<file path="src/rtl/acia_tx_fifo.sv">
// ACIA serial transmitter with an input byte FIFO and run-time frame format
// (5-8 data bits, none/even/odd parity, 1 or 2 stop bits). Bit timing follows pclk.
module acia_tx_fifo #(
   parameter int SCW     = 9,
   parameter int sym_cnt = 417,
   parameter int AW      = 3
) (
   input  logic          clk,
   input  logic          reset,
   input  logic          pclk,
   input  logic [7:0]    tx_dat,
   input  logic          tx_we,
   input  logic [1:0]    cfg_bits,
   input  logic [1:0]    cfg_par,
   input  logic          cfg_stop,
   output logic          tx_serial,
   output logic          tx_busy,
   output logic          fifo_empty,
   output logic          fifo_full,
   output logic [AW:0]   fifo_cnt,
   output logic          tx_ovr
);

   localparam int DEPTH = 2**AW;
   localparam logic [SCW-1:0] RELOAD = SCW'(sym_cnt);

   typedef enum logic [2:0] {IDLE, START, DATA, PARITY, STOP} state_t;

   state_t          state, state_nx;
   logic [7:0]      mem [DEPTH];
   logic [AW-1:0]   wr_ptr, rd_ptr;
   logic [AW:0]     cnt_nx;
   logic            push, pop, load;

   logic [SCW-1:0]  rcnt, rcnt_nx;
   logic [7:0]      shreg, shreg_nx;
   logic [2:0]      bit_idx, bit_idx_nx;
   logic [2:0]      last_idx, last_idx_nx;
   logic            par_en, par_en_nx;
   logic            par_odd, par_odd_nx;
   logic            two_stop, two_stop_nx;
   logic            stop_idx, stop_idx_nx;
   logic            par_acc, par_acc_nx;
   logic            txd_nx;

   // FIFO: pushes ignore pclk; a push while full is dropped even if a pop
   // frees a slot on the same edge.
   assign push   = tx_we && !fifo_full;
   assign cnt_nx = fifo_cnt + (AW+1)'(push) - (AW+1)'(pop);

   always_ff @(posedge clk or posedge reset) begin
      if (reset) begin
         wr_ptr     <= '0;
         rd_ptr     <= '0;
         fifo_cnt   <= '0;
         fifo_empty <= 1'b1;
         fifo_full  <= 1'b0;
         tx_ovr     <= 1'b0;
      end else begin
         if (push)
            wr_ptr <= wr_ptr + 1'b1;
         if (pop)
            rd_ptr <= rd_ptr + 1'b1;
         if (tx_we && fifo_full)
            tx_ovr <= 1'b1;
         fifo_cnt   <= cnt_nx;
         fifo_empty <= (cnt_nx == '0);
         fifo_full  <= (cnt_nx == (AW+1)'(DEPTH));
      end
   end

   always_ff @(posedge clk) begin
      if (push)
         mem[wr_ptr] <= tx_dat;
   end

   always_ff @(posedge clk or posedge reset) begin
      if (reset) begin
         state     <= IDLE;
         rcnt      <= '0;
         shreg     <= '0;
         bit_idx   <= '0;
         last_idx  <= '0;
         par_en    <= 1'b0;
         par_odd   <= 1'b0;
         two_stop  <= 1'b0;
         stop_idx  <= 1'b0;
         par_acc   <= 1'b0;
         tx_serial <= 1'b1;
      end else begin
         state     <= state_nx;
         rcnt      <= rcnt_nx;
         shreg     <= shreg_nx;
         bit_idx   <= bit_idx_nx;
         last_idx  <= last_idx_nx;
         par_en    <= par_en_nx;
         par_odd   <= par_odd_nx;
         two_stop  <= two_stop_nx;
         stop_idx  <= stop_idx_nx;
         par_acc   <= par_acc_nx;
         tx_serial <= txd_nx;
      end
   end

   always_comb begin
      state_nx    = state;
      rcnt_nx     = rcnt;
      shreg_nx    = shreg;
      bit_idx_nx  = bit_idx;
      last_idx_nx = last_idx;
      par_en_nx   = par_en;
      par_odd_nx  = par_odd;
      two_stop_nx = two_stop;
      stop_idx_nx = stop_idx;
      par_acc_nx  = par_acc;
      txd_nx      = tx_serial;
      load        = 1'b0;
      pop         = 1'b0;

      if (pclk) begin
         if (state != IDLE && rcnt != '0)
            rcnt_nx = rcnt - SCW'(1);

         case (state)
            IDLE: begin
               txd_nx = 1'b1;
               if (!fifo_empty)
                  load = 1'b1;
            end
            START: begin
               if (rcnt == '0) begin
                  state_nx   = DATA;
                  rcnt_nx    = RELOAD;
                  bit_idx_nx = '0;
                  txd_nx     = shreg[0];
                  par_acc_nx = shreg[0];
               end
            end
            DATA: begin
               if (rcnt == '0) begin
                  rcnt_nx = RELOAD;
                  if (bit_idx == last_idx) begin
                     if (par_en) begin
                        state_nx = PARITY;
                        txd_nx   = par_acc ^ par_odd;
                     end else begin
                        state_nx    = STOP;
                        stop_idx_nx = 1'b0;
                        txd_nx      = 1'b1;
                     end
                  end else begin
                     bit_idx_nx = bit_idx + 3'd1;
                     shreg_nx   = {1'b0, shreg[7:1]};
                     txd_nx     = shreg[1];
                     par_acc_nx = par_acc ^ shreg[1];
                  end
               end
            end
            PARITY: begin
               if (rcnt == '0) begin
                  state_nx    = STOP;
                  rcnt_nx     = RELOAD;
                  stop_idx_nx = 1'b0;
                  txd_nx      = 1'b1;
               end
            end
            STOP: begin
               if (rcnt == '0) begin
                  rcnt_nx = RELOAD;
                  if (two_stop && !stop_idx) begin
                     stop_idx_nx = 1'b1;
                  end else if (!fifo_empty) begin
                     load = 1'b1;
                  end else begin
                     state_nx = IDLE;
                     txd_nx   = 1'b1;
                  end
               end
            end
            default: state_nx = IDLE;
         endcase

         // Shared frame start for IDLE and back-to-back entry from STOP;
         // the frame format is captured here so later cfg changes are ignored.
         if (load) begin
            pop         = 1'b1;
            state_nx    = START;
            rcnt_nx     = RELOAD;
            shreg_nx    = mem[rd_ptr];
            last_idx_nx = {1'b1, cfg_bits};
            par_en_nx   = cfg_par[1];
            par_odd_nx  = cfg_par[0];
            two_stop_nx = cfg_stop;
            stop_idx_nx = 1'b0;
            txd_nx      = 1'b0;
         end
      end
   end

   assign tx_busy = (state != IDLE);

endmodule

</file>
<file path="config.mk">
export PLATFORM = sky130hd
export DESIGN_NAME = acia_tx_fifo
export DESIGN_NICKNAME = d
export VERILOG_FILES = /design/src/rtl/acia_tx_fifo.sv
export SDC_FILE = /design/constraint.sdc
export NUM_CORES = 1
export LEC_CHECK = 0
export CAP_MARGIN = 20
export CORE_MARGIN = 8
export CORE_UTILIZATION = 30
export DETAILED_ROUTE_END_ITERATION = 10
export GPL_ROUTABILITY_DRIVEN = 0
export SETUP_SLACK_MARGIN = 0.5
export SLEW_MARGIN = 20
export SYNTH_ARGS = -nofsm -noshare
export SYNTH_HDL_FRONTEND = slang
export SYNTH_SLANG_ARGS = --single-unit
</file>
<file path="constraint.sdc">
create_clock -name clk -period 4.3 [get_ports clk]
set_input_delay 0.86 -clock clk [delete_from_list [all_inputs] [get_ports clk]]
set_output_delay 0.86 -clock clk [all_outputs]
set_load 0.01 [all_outputs]
</file>
Yosys cells after proc, flatten, opt, wreduce, memory -nomap -nowiden
Memories as Yosys holds them, arrays and structs flattened.
Index checks and enable logic that the tools add are counted.
Word-level totals
  register bits after elaboration: 45
  memory bits (writable): 64
  bits of input ports: 17
  output and inout port bits: 9
  logic and storage cells: 121
  memories kept: 1
Operators by class
  add/sub/neg operators: 6
  eq/ne operators: 20
  multiplexer cells: 52
  bitwise logic cells: 2
  reduce and logical (&&, ||, !) cells: 23
Memory list
  mem: depth 8, width 8, rd ports 1, clocked after Yosys merged registers in 0, write ports 1, line 30  | logic [7:0] mem [DEPTH];
Operators by type and width (count)
  two-way mux 3 bit: 12
  two-way mux 9 bit: 4
  two-way mux 8 bit: 4
  inequality test 3 bit (second input constant): 9
  two-way mux 1 bit: 26
  AND reduction 8 bit: 2
  case mux 3 bit (5 select lines): 1
  adder 3 x 1 -> 3 bit (second input constant): 3
  zero test 9 bit: 1
  AND reduction 9 bit: 1
  nonzero test 9 bit: 1
  subtractor 9 x 1 -> 9 bit (second input constant): 1
  inequality test 2 bit (second input constant): 4
  == test 3 x 2 -> 1 bit (second input constant): 2
  case mux 3 bit (2 select lines): 1
  nonzero test 2 bit: 3
  nonzero test 6 bit: 1
  case mux 1 bit (5 select lines): 1
  AND reduction 5 bit: 1
  adder 4 x 1 -> 4 bit: 1
  == test 4 bit (second input constant): 1
  logical AND 1 bit: 4
  zero test 4 bit: 1
  case mux 1 bit (2 select lines): 2
  other kinds (14): 16

Depth between registers and ports, before layout
  word-level depth: 10
  gate-level depth with buffers: 17
  mapped depth without buffers: 16

Least setup slack after synthesis
Ideal clock, no wire load.
  kind: register -> register
  start point: register rcnt[0]
  end point: register fifo_full
  setup time: 73 ps
  data arrival time: 2782 ps
  data required time: 4227 ps
  slack: 1446 ps
  cell stages (with the launch flop): 16
  buffers on the path: 0
  clock period less this slack: 2854 ps
  path through: dfrtp_1 -> inv_1 -> ha_1 -> nor4b_4 -> and2_4 -> o21a_4 -> nand2_8 -> inv_1 -> ha_1 -> inv_1 -> ha_1 -> inv_1 -> fa_1 -> inv_1 -> or3_1 -> nor2b_1
On the way
  word-level cells in the longest chain between the ends: 8
RTL lines
  start, declared: line 35  | logic [SCW-1:0] rcnt, rcnt_nx;
  start signal, assigned: line 92  | rcnt <= rcnt_nx;
  zero test 9 bit: line 168  | if (rcnt == '0) begin
  two-way mux 1 bit: line 168
  case mux 1 bit (2 select lines): line 124  | case (state)
  two-way mux 1 bit: line 120  | if (pclk) begin
  two-way mux 1 bit: line 185  | if (load) begin
  two-way mux 1 bit: line 120
  via pop: line 33  | logic push, pop, load;
  subtractor 4 x 1 -> 4 bit: line 49  | assign cnt_nx = fifo_cnt + (AW+1)'(push) - (AW+1)'(pop);
  via cnt_nx[1]: line 32  | logic [AW:0] cnt_nx;
  == test 4 bit: line 68  | fifo_full <= (cnt_nx == (AW+1)'(DEPTH));
  end signal, assigned: line 68
  end, declared: line 19  | output logic fifo_full,
The timed path passes the listed nets, and every way through them passes these cells. The select of a mux whose other input is x is not followed.
A chain may end at the register's enable or synchronous reset.

Worst setup path after layout
  start point: register state[0]
  end point: register fifo_full
On the way
  word-level cells in the longest chain between the ends: 7
  elaborated cells on any way between the ends: 8
  classes of those cells: add/sub (1); eq/ne (2); mux (4); reduce/logical (1)
RTL lines
  start, declared: line 29  | state_t state, state_nx;
  start signal, assigned: line 91  | state <= state_nx;
  == test 3 bit or zero test 3 bit (tied branches): line 124
  case mux 1 bit (2 select lines) (*): line 124
  two-way mux 1 bit (*): line 120
  two-way mux 1 bit (*): line 185
  two-way mux 1 bit (*): line 120
  via pop: line 33
  subtractor 4 x 1 -> 4 bit (*): line 49
  via cnt_nx[1]: line 32
  == test 4 bit (*): line 68
The timed path passes the listed nets; every way through them passes the cells marked *. The select of a mux whose other input is x is not followed.

==> qor.log <==
INFO  global_route   first_global_vias=3151
INFO  final_layout   post-route-util=35.3%
INFO  power_and_ir_drop static-leakage-power=2.10nW
INFO  clock_network  clk_transition_reported_paths=0.07ns
INFO  synthesis      synth_fp_nets=405
INFO  clock_network  cts_post_setup_buffers_inserted=0
INFO  global_route   grtUsageTotal=9.96%
INFO  final_layout   layout-area-overhead-vs-synth=15.4%
INFO  worst_hold_path worstHoldPathType=reg -> reg
INFO  clock_network  cts_inserted_buffers=9
INFO  die            core_area=0.0165mm²
INFO  final_layout   diodes=0
INFO  clock_network  htree_num_levels=3
INFO  worst_setup_path timing.critical_path.to_type=flip-flop
INFO  synthesis      synthAdderAreaFrac=2.63%
INFO  timing         hold_viol=0
INFO  clock_network  clock_latency_on_the_worst_skew_pair=0.35ns
INFO  power_and_ir_drop power.density_cell_area=510mW/mm²
INFO  global_route   grt_ovf=0
INFO  timing         whs=0.458ns
INFO  synthesis      synth_mux_area_share=7.73%
INFO  clock_network  post_cts_gate_resize_count=0
INFO  worst_setup_path crit-reg2reg-launch=state[0]
INFO  clock_network  cts-root-to-sink-buffers=2
INFO  clock_network  cts_num_sinks=109
INFO  worst_setup_path worstPathMaxFanout=10
INFO  run            maxCapViolCount=0
INFO  synthesis      syn-instance-count=378
INFO  synthesis      post_synth_xor_area_fraction=3.13%
INFO  worst_setup_path crit_slowest_cell=dfrtp_1
INFO  route          post-route-drc-count=0
INFO  synthesis      ys_top_cells_by_count=64 x edfxtp_1, 43 x dfrtp_1, 27 x nand2_1
INFO  power_and_ir_drop vdd_ir_drop_max=0.000245V
INFO  worst_setup_path cp_cell_sequence=nor3_4 > a21boi_4 > o21a_4 > nand2_8 > inv_1 > ha_1 > inv_1 > ha_1 > inv_1 > fa_1 > inv_1 > or3_1 > nor2b_1
INFO  timing         rsz0062_at_grt=no
INFO  synthesis      synth_top_area_share=38.2%
INFO  route          routed_via_density=4.86
INFO  worst_hold_path hold_path_startpoint=tx_ovr
INFO  worst_setup_path cpPeakStageDelay=0.53ns
INFO  die            row_count=47
INFO  outcome        result_of_the_run=finished, final reports clean
INFO  timing         final_max_slew_viol_count=0
INFO  route          vias=3056
INFO  synthesis      yosys-top-cells-area=edfxtp_1 38%, dfrtp_1 21%, mux2i_1 4.4%, ha_1 2.2%, xor2_1 2.1%
INFO  final_layout   n_fill_cell=1617
INFO  route          wire_per_inst=16.5µm
INFO  synthesis      main_combinational_cell_family_by_area_after_synthesis=compound AO/OA/AOI/OAI gates
INFO  worst_setup_path critical-path-top-cell-by-count=inv_1
INFO  worst_setup_path worst_ep_required_time=4.58ns
INFO  synthesis      avgSynthCellArea=13.3µm²
INFO  synthesis      post_synth_and_or_nand_nor_area_fraction=11.0%
INFO  worst_setup_path worstReg2RegEnd=fifo_full
INFO  die            die-height=146µm
INFO  timing         min_period=3.17ns
INFO  timing         timing.setup.tns=0ns
INFO  synthesis      synth_top_area_cell=edfxtp_1
INFO  synthesis      synth_compound_area_share=11.8%
INFO  clock_network  post_cts_hold_buffer_count=0
INFO  synthesis      ys_seq_elements=109
INFO  worst_setup_path cp.arrival=3.45ns
INFO  die            die_area=0.0212mm²
INFO  timing         worst_slew_margin_rel=33.7%
INFO  timing         clock.fmax=0.315GHz
INFO  synthesis      synthMostInstantiatedCell=edfxtp_1
INFO  global_route   grt_antenna_before_repair=0
INFO  worst_setup_path critical_path.startpoint_type=flip-flop
INFO  final_layout   final_area=0.00581mm²
INFO  final_layout   fin_nets=431
INFO  worst_setup_path path_class=reg -> reg
INFO  clock_network  cts_tree=built
INFO  timing         max_slew.worst_pin.slew=0.995ns
INFO  synthesis      synth-edff-count=64
INFO  die            initial_utilization=30.6%
INFO  timing         period_share=73.7%
INFO  worst_setup_path cp-endpoint=fifo_full
INFO  global_route   grt_first_pass_wirelength=16.7mm
INFO  route          antenna_left=0
INFO  place          dpl-instance-area=0.00550mm²
INFO  place          io_buffers=25
INFO  synthesis      netlist_area=0.00503mm²
INFO  worst_setup_path reg2regPathDepth=13
INFO  die            ioPinCount=26
INFO  die            die_w=146µm
INFO  synthesis      yosys.cell_types.count=59
INFO  worst_setup_path worst_setup_path_startpoint=state[0]
INFO  clock_network  cts-root-buf=clkbuf_16
INFO  route          1st_pass_router_iterations=4
INFO  route          drt_iter0_markers=148
INFO  final_layout   post_route_cells_drive_above_1_share=12.7%
INFO  synthesis      synthArstFlopShare=41.3%
INFO  timing         clock_skew=0.00806ns
INFO  timing         setup-violations-final=0
INFO  worst_setup_path setup_slack_of_the_most_critical_reg_to_reg_path=1.13ns
INFO  place          dp_hpwl=6.79mm
INFO  route          finalWirelength=10.4mm
INFO  synthesis      ys_warn_count=0
INFO  synthesis      ys_dominant_reg_cell=edfxtp_1
INFO  global_route   maximum_number_of_pins_on_one_net_before_global_route_repair=46
INFO  synthesis      yosysSeqAreaShare=60.6%
[per-layer routing]
layer	global-route usage (%)	wire (µm)	share of wire (%)
met5	0	0	0
met1	12.1	4700	45
met4	3.33	167	1.6
met3	2.58	369	3.6
met2	16.9	5160	50
[registers in the layout (all words and copies together), names as in the netlist, 3 cells and up]
signal    flops
rcnt          9
last_idx      3
state         3
wr_ptr        3
bit_idx       3
rd_ptr        3
mem          64
fifo_cnt      4
shreg         8
[critical path: cells and delay by family (launching register included)]
family          cells  cell delay [ns]
simple gates        4             0.83
fa+ha+maj           3             0.83
compound gates      2             0.66
flops               1             0.53
buf+inv             4             0.21
[cells by family after synthesis]
family                   Yosys count
AO/OA/AOI/OAI                     82
XOR/XNOR                          18
adder cells (fa/ha/maj)           10
flip-flops                       109
multiplexers                      33
AND/OR/NAND/NOR                   95
buffers and inverters             31
[how the worst min path moves through the flow]
| stage | to | slack, ns | depth (start not counted) |
|---|---|---|---|
| global route | tx_ovr | 0.47 | 1 |
| finish | tx_ovr | 0.46 | 1 |
| floorplan | shreg[2] | 0.45 | 2 |
| detailed placement | tx_ovr | 0.45 | 1 |
| CTS | tx_ovr | 0.46 | 1 |
| global placement | tx_ovr | 0.44 | 1 |
[metrics by stage]
step / setup slack (ns) / power (mW) / instances
floorplan: 1.45 / 1.89 / 378
global placement: 0.902 / 2.10 / 613
detailed placement: 0.858 / 2.13 / 613
CTS: 1.12 / 2.99 / 629
global route: 0.908 / 3.12 / 629
finish: 1.13 / 2.96 / 629
[cell type report]
type / instances / area, µm² / share of cell area [%]
inverter: 16 / 61.3 / 1.06
sequential: 109 / 3050 / 52.5
clock inverter: 5 / 65.1 / 1.12
tap: 220 / 275 / 4.74
clock buffer: 11 / 243 / 4.18
multi-input combinational: 238 / 1830 / 31.4
timing repair buffer: 30 / 288 / 4.95
[layout by cell type, fill, tap and decap left out, types with 12 or more instances in the layout]
cell type / instances
dfrtp_1: 43
nor2_1: 21
xor2_1: 12
clkdlybuf4s50_1: 25
mux2i_1: 22
o21ai_0: 20
inv_1: 13
nand2_1: 27
edfxtp_1: 64
nor2b_1: 14
[power by group]
part	switching, mW	internal, mW
clock network	0.387	0.476
registers	0.155	1.31
logic	0.340	0.290
total	0.882	2.08
Power figures use the tool's default switching activity.
